$ cat config.mk
export PLATFORM = sky130hd
export DESIGN_NAME = io_port_ctrl
export DESIGN_NICKNAME = d
export VERILOG_FILES = /design/src/rtl/io_port_ctrl.sv
export SDC_FILE = /design/constraint.sdc
export NUM_CORES = 1
export LEC_CHECK = 0
export CORE_UTILIZATION = 50
export DETAILED_ROUTE_END_ITERATION = 8
export GPL_TIMING_DRIVEN = 0
export PLACE_DENSITY = 0.94
export SYNTH_ARGS = -nofsm -noshare
export SYNTH_HDL_FRONTEND = slang
export SYNTH_SLANG_ARGS = --single-unit
$ cat constraint.sdc
create_clock -name clock -period 2.94 [get_ports clock]
set_input_delay 0.294 -clock clock [delete_from_list [all_inputs] [get_ports clock]]
set_output_delay 0.294 -clock clock [all_outputs]
set_load 0.02 [all_outputs]
$ cat src/rtl/io_port_ctrl.sv
// Memory-mapped I/O port: a registered output, a synchronized input with
// change-detect interrupt, and a saturating change counter, sharing the processor bus with data memory.
module io_port_ctrl #(
   parameter int                NBITS     = 8,
   parameter logic [NBITS-3:0]  DATA_ADDR = {(NBITS-2){1'b1}},
   parameter logic [NBITS-3:0]  STAT_ADDR = DATA_ADDR - (NBITS-2)'(1),
   parameter logic [NBITS-3:0]  CNT_ADDR  = DATA_ADDR - (NBITS-2)'(2)
) (
   input  logic              clock,
   input  logic              reset,
   input  logic [NBITS-3:0]  addr,
   input  logic [NBITS-1:0]  wdata,
   input  logic              wren,
   input  logic [NBITS-1:0]  mem_q,
   output logic [NBITS-1:0]  rdata,
   output logic              mem_wren,
   input  logic [NBITS-1:0]  entrada,
   output logic [NBITS-1:0]  saida,
   output logic              interrupt
);

   logic              sel_data;
   logic              sel_stat;
   logic              sel_cnt;
   logic              io;
   logic              wr_data;
   logic              wr_stat;
   logic              wr_cnt;
   logic [NBITS-1:0]  sync1;
   logic [NBITS-1:0]  sync2;
   logic [NBITS-1:0]  prev;
   logic              change;
   logic              event_hit;
   logic              pending;
   logic              enable;
   logic [NBITS-1:0]  count;

   assign sel_data = (addr == DATA_ADDR);
   assign sel_stat = (addr == STAT_ADDR);
   assign sel_cnt  = (addr == CNT_ADDR);
   assign io       = sel_data | sel_stat | sel_cnt;

   assign mem_wren = wren & ~io;
   assign wr_data  = wren & sel_data;
   assign wr_stat  = wren & sel_stat;
   assign wr_cnt   = wren & sel_cnt;

   assign change    = (sync2 != prev);
   assign event_hit = enable & change;

   // entrada is asynchronous; nothing downstream looks at it before sync2.
   always_ff @(posedge clock) begin
      if (reset) begin
         sync1 <= '0;
         sync2 <= '0;
         prev  <= '0;
      end else begin
         sync1 <= entrada;
         sync2 <= sync1;
         prev  <= sync2;
      end
   end

   always_ff @(posedge clock) begin
      if (reset) begin
         saida <= '0;
      end else if (wr_data) begin
         saida <= wdata;
      end
   end

   always_ff @(posedge clock) begin
      if (reset) begin
         enable <= 1'b0;
      end else if (wr_stat) begin
         enable <= wdata[1];
      end
   end

   // A new event beats a same-cycle write-1-to-clear so no change is lost.
   always_ff @(posedge clock) begin
      if (reset) begin
         pending <= 1'b0;
      end else if (event_hit) begin
         pending <= 1'b1;
      end else if (wr_stat && wdata[0]) begin
         pending <= 1'b0;
      end
   end

   // Clearing beats a same-cycle increment; the count sticks at all-ones.
   always_ff @(posedge clock) begin
      if (reset) begin
         count <= '0;
      end else if (wr_cnt) begin
         count <= '0;
      end else if (event_hit && (count != {NBITS{1'b1}})) begin
         count <= count + NBITS'(1);
      end
   end

   assign interrupt = pending & enable;

   always_comb begin
      rdata = mem_q;
      if (sel_data) begin
         rdata = sync2;
      end else if (sel_stat) begin
         rdata = {{(NBITS-2){1'b0}}, enable, pending};
      end else if (sel_cnt) begin
         rdata = count;
      end
   end

endmodule

* After elaboration in Yosys (flattened, before gate mapping) *
Cells that the tools add are included.

word-level totals
  logic and storage cells = 31
  bits in registers = 42

cells by class
  reductions and logical operators = 4
  bitwise logic cells = 9
  multiplexer cells = 5
  equal/unequal tests = 5
  $add $sub $neg = 1

operators with widths
  kind                                                            number
  8-bit two-way mux                                               3
  6-bit == test (second input constant)                           3
  8-bit by 1-bit adder with 8-bit output (second input constant)  1
  8-bit inequality test                                           1
  8-bit inequality test (second input constant)                   1
  1-bit bitwise AND                                               6
  1-bit logical AND                                               2
  1-bit two-way mux                                               2
  1-bit OR                                                        2
  2-bit nonzero test                                              1
  2-bit OR reduction                                              1
  1-bit inverter                                                  1

* Depth between registers and ports, before layout *
  depth in word-level cells = 5
  depth in mapped cells = 7
  mapped depth without buffers = 6

* Worst setup path after synthesis *
Ideal clock, no wire load.

  path type = input -> output
  from = input addr[3]
  to = output rdata[4]
  path slack = 1190 ps
  buffers on the path = 2
  stages = 6
  data arrival time = 1456 ps
  cell sequence = and4_1 buf_2 nand2_2 clkbuf_1 a21oi_1 a21oi_1

on the way
  longest elaborated chain between the ends = 4
  elaborated cells on any way between the ends = 6

ends and longest elaborated chain
  element              RTL line  RTL
  start: declaration   11        input logic [NBITS-3:0] addr,
  6-bit == test        40        assign sel_cnt = (addr == CNT_ADDR);
  8-bit two-way mux    110       end else if (sel_cnt) begin
  8-bit two-way mux    108       end else if (sel_stat) begin
  8-bit two-way mux *  106       if (sel_data) begin
  end: declaration     15        output logic [NBITS-1:0] rdata,

Mark *: on every way between the ends. The rest lies on a longest branch, timed or not.

* Worst setup path in the final report *
Ends and elaborated chain as after synthesis.

==> summary.md <==
| Metric | Value |
|---|---|
| Drt first pass iters | 4 |
| VDD IR max | 0.303 mV |
| DR iter-0 viols | 66 |
| Final setup viols | 0 |
| Ys Warns | 0 |
| Num rows | 21 |
| Worst Setup Start Kind | primary input |
| Ant diodes | 0 |
| Crit path capture type | output pin |
| Routed Antenna Nets | 0 |
| Max_cap viols | 0 |
| Placer congestion estimate | 0.913 |
| RR Startpoint | count[0] |
| FMAX | 0.369 GHz |
| Mapped cell area | approximately 1800 um2 |
| Slew @ Worst Pin | around 440 ps |
| Cell taking the most area after synthesis | dfxtp_1 |
| FILL cells | 278 |
| R2r worst-path depth | 6 |
| H-tree levels | 2 |
| Hold buffers post-CTS | 0 |
| Final WL | 3.76 mm |
| Synth cell types | 32 |
| Initial antenna violation count | 0 |
| Hold Slack | 452 ps |
| Worst-Skew Late Latency | 360 ps |
| Layout cells sized above 1 | 0.0694 |
| First-pass GRT wire length | 6.03 mm |
| Setup Buffers After CTS | 0 |
| Syn Inst Count | approximately 190 |
| Register-to-register setup slack | 1280 ps |
| Slew Limit Headroom | 0.709 |
| Drt drc | 0 |
| Post-cts resize count | 0 |
| Die Span Y | 61.6 um |
| Vias after detailed routing | 1,536 |
| Pins Over Slew Limit | 0 |
| CP max FO | 10 |
| CP arrival | 2420 ps |
| Final Skew | 9.34 ps |
| Minimum clock period | approximately 2700 ps |
| Area of the core | 3360 um2 |
| Synth top area share | 0.473 |
| Vias in the first global route | ~1,500 |
| Grt total ovfl | 0 |
| Setup CP Type | primary input to output pin |
| Fin nets | 278 |
| Clock buffer count from CTS | 5 |
| Final setup TNS | 0 ps |
| CP required | ~2700 ps |
| Status | finished, final reports clean |
| Leakage | 0.000970 uW |
| DR vias/cell | ~5.3 |
| Layout overhead on the synthesized area | 35.0% |
| Hold Crit Class | flip-flop to flip-flop |
| Largest net degree at the start of global routing | 14 |
| Starting Density | 0.528 |
| Die Wd | 61.6 um |
| Pwr Density | 424 nW/um2 |
| Critical Path End | rdata[4] |
| Post-synthesis sequential area ratio | 0.473 |
| Post-DP HPWL | 2.89 mm |
| Clock Path Buffers | 2 |
| Nets in the synthesized netlist | 221 |
| RR Endpoint | count[3] |
| Synthesized flop and latch total | 42 |
| Total power | approximately 1000 uW |
| Routed len/inst | approximately 13 um |
| I/O Buffers | 50 |
| Mapped Avg Cell Area | about 9.5 um2 |
| # clock sinks | 42 |
| Synth area leaders | dfxtp_1, mux2i_1, nor2b_1 |
| Reg clk slew, reported paths | around 120 ps |
| CTS Root Cell | clkbuf_4 |
| I/O pin total | 51 |
| CTS tree | built |
| Post-route clock period utilization | 0.922 |
| Worst Setup SP | addr[3] |
| Total track usage | 0.221 |
| RSZ-0062 raised after global routing | false |
| Final-report hold violation count | 0 |
| Die area | about 3800 um2 |
[Yosys cell counts (all sizes together)]
library cell,count
a211oi,2
a21boi,1
a21o,3
a21oi,16
a31o,1
a31oi,2
a41o,4
a41oi,1
and2,1
and3,3
and4,1
buf,4
clkbuf,5
dfxtp,42
ha,1
inv,4
mux2i,17
nand2,15
nand3,6
nand4,1
nand4b,3
nor2,15
nor2b,27
nor3,1
nor4,3
xor2,8
[cell type report]
class | count | area, um2 | area share
repair buffers | 50 | 500 | 0.209
clock buffers | 7 | 55.1 | 0.0230
clock inverters | 1 | 8.76 | 0.00365
flip-flops and latches | 42 | 841 | 0.351
inverters | 4 | 15.0 | 0.00626
well taps | 46 | 57.6 | 0.0240
multi-input cells | 132 | 873 | 0.364
plain buffers | 9 | 47.5 | 0.0198
[how the worst min path moves through the flow]
stage          startpoint  endpoint  slack [ps]  cells after the start
2_1_floorplan       reset   prev[0]         370                      1
3_3_place_gp     sync1[1]  sync2[1]         420                      1
3_5_place_dp     sync1[6]  sync2[6]         430                      1
4_1_cts          sync1[6]  sync2[6]         450                      1
5_1_grt        entrada[2]  sync1[2]         460                      2
6_report         sync1[6]  sync2[6]         450                      1
[cells in the final DEF, fill, tap and decap left out, types with 2 or more instances in the layout]
cell,n
a211oi_1,2
clkbuf_1,6
a41o_1,4
inv_1,3
nor4_1,3
dfxtp_1,42
clkdlybuf4s50_1,50
a31oi_1,2
nor2_1,14
and3_1,3
mux2i_1,17
xor2_1,8
clkbuf_4,5
nand4b_1,3
buf_2,2
a21oi_1,16
a21o_1,3
nand3_1,6
nor2b_1,26
nand2_1,14
[metal layers]
layer / vias up / wire [um] / global-route usage
met4: 0 / 57 / 0.0921
li1: 759 / - / -
met5: - / 0 / 0
met1: 718 / 1470 / 0.222
met2: 50 / 2020 / 0.425
met3: 9 / 207 / 0.0588
[power by group]
group	internal (uW)	total (uW)	switching (uW)
logic	72.9	124	50.7
clock network	120	305	185
registers	583	589	6.77
total	776	1020	242
[through the flow]
step	instance area [um2]	setup WS, ps	util	instances
floorplan	1780	1190	-	187
global placement	2330	218	0.694	283
detailed placement	2330	203	0.694	283
CTS	2400	202	0.713	291
global route	2400	59.1	0.713	291
finish	2400	231	0.713	291
[registers in the layout (all words and copies together), names as in the netlist]
signal / count
sync2: 8
count: 8
enable: 1
sync1: 8
pending: 1
prev: 8
saida: 8
[critical path, cell delays in order]
cell,delay (ps)
clkdlybuf4s50_1,390
and4_1,180
buf_2,140
nand2_2,180
clkbuf_1,390
a21oi_1,90
a21oi_1,130
clkdlybuf4s50_1,610
[logic make-up after synthesis]
kind of cell | count (synthesis) | synth area share
and+or+nand+nor | 76 | 0.233
DFF | 42 | 0.473
AOI/OAI and AO/OA | 30 | 0.116
muxes | 17 | 0.0958
buffers and inverters | 13 | 0.0352
xor gates and xnor gates | 8 | 0.0394
adders and majority gates | 1 | 0.00704
Power figures use the tool's default switching activity.
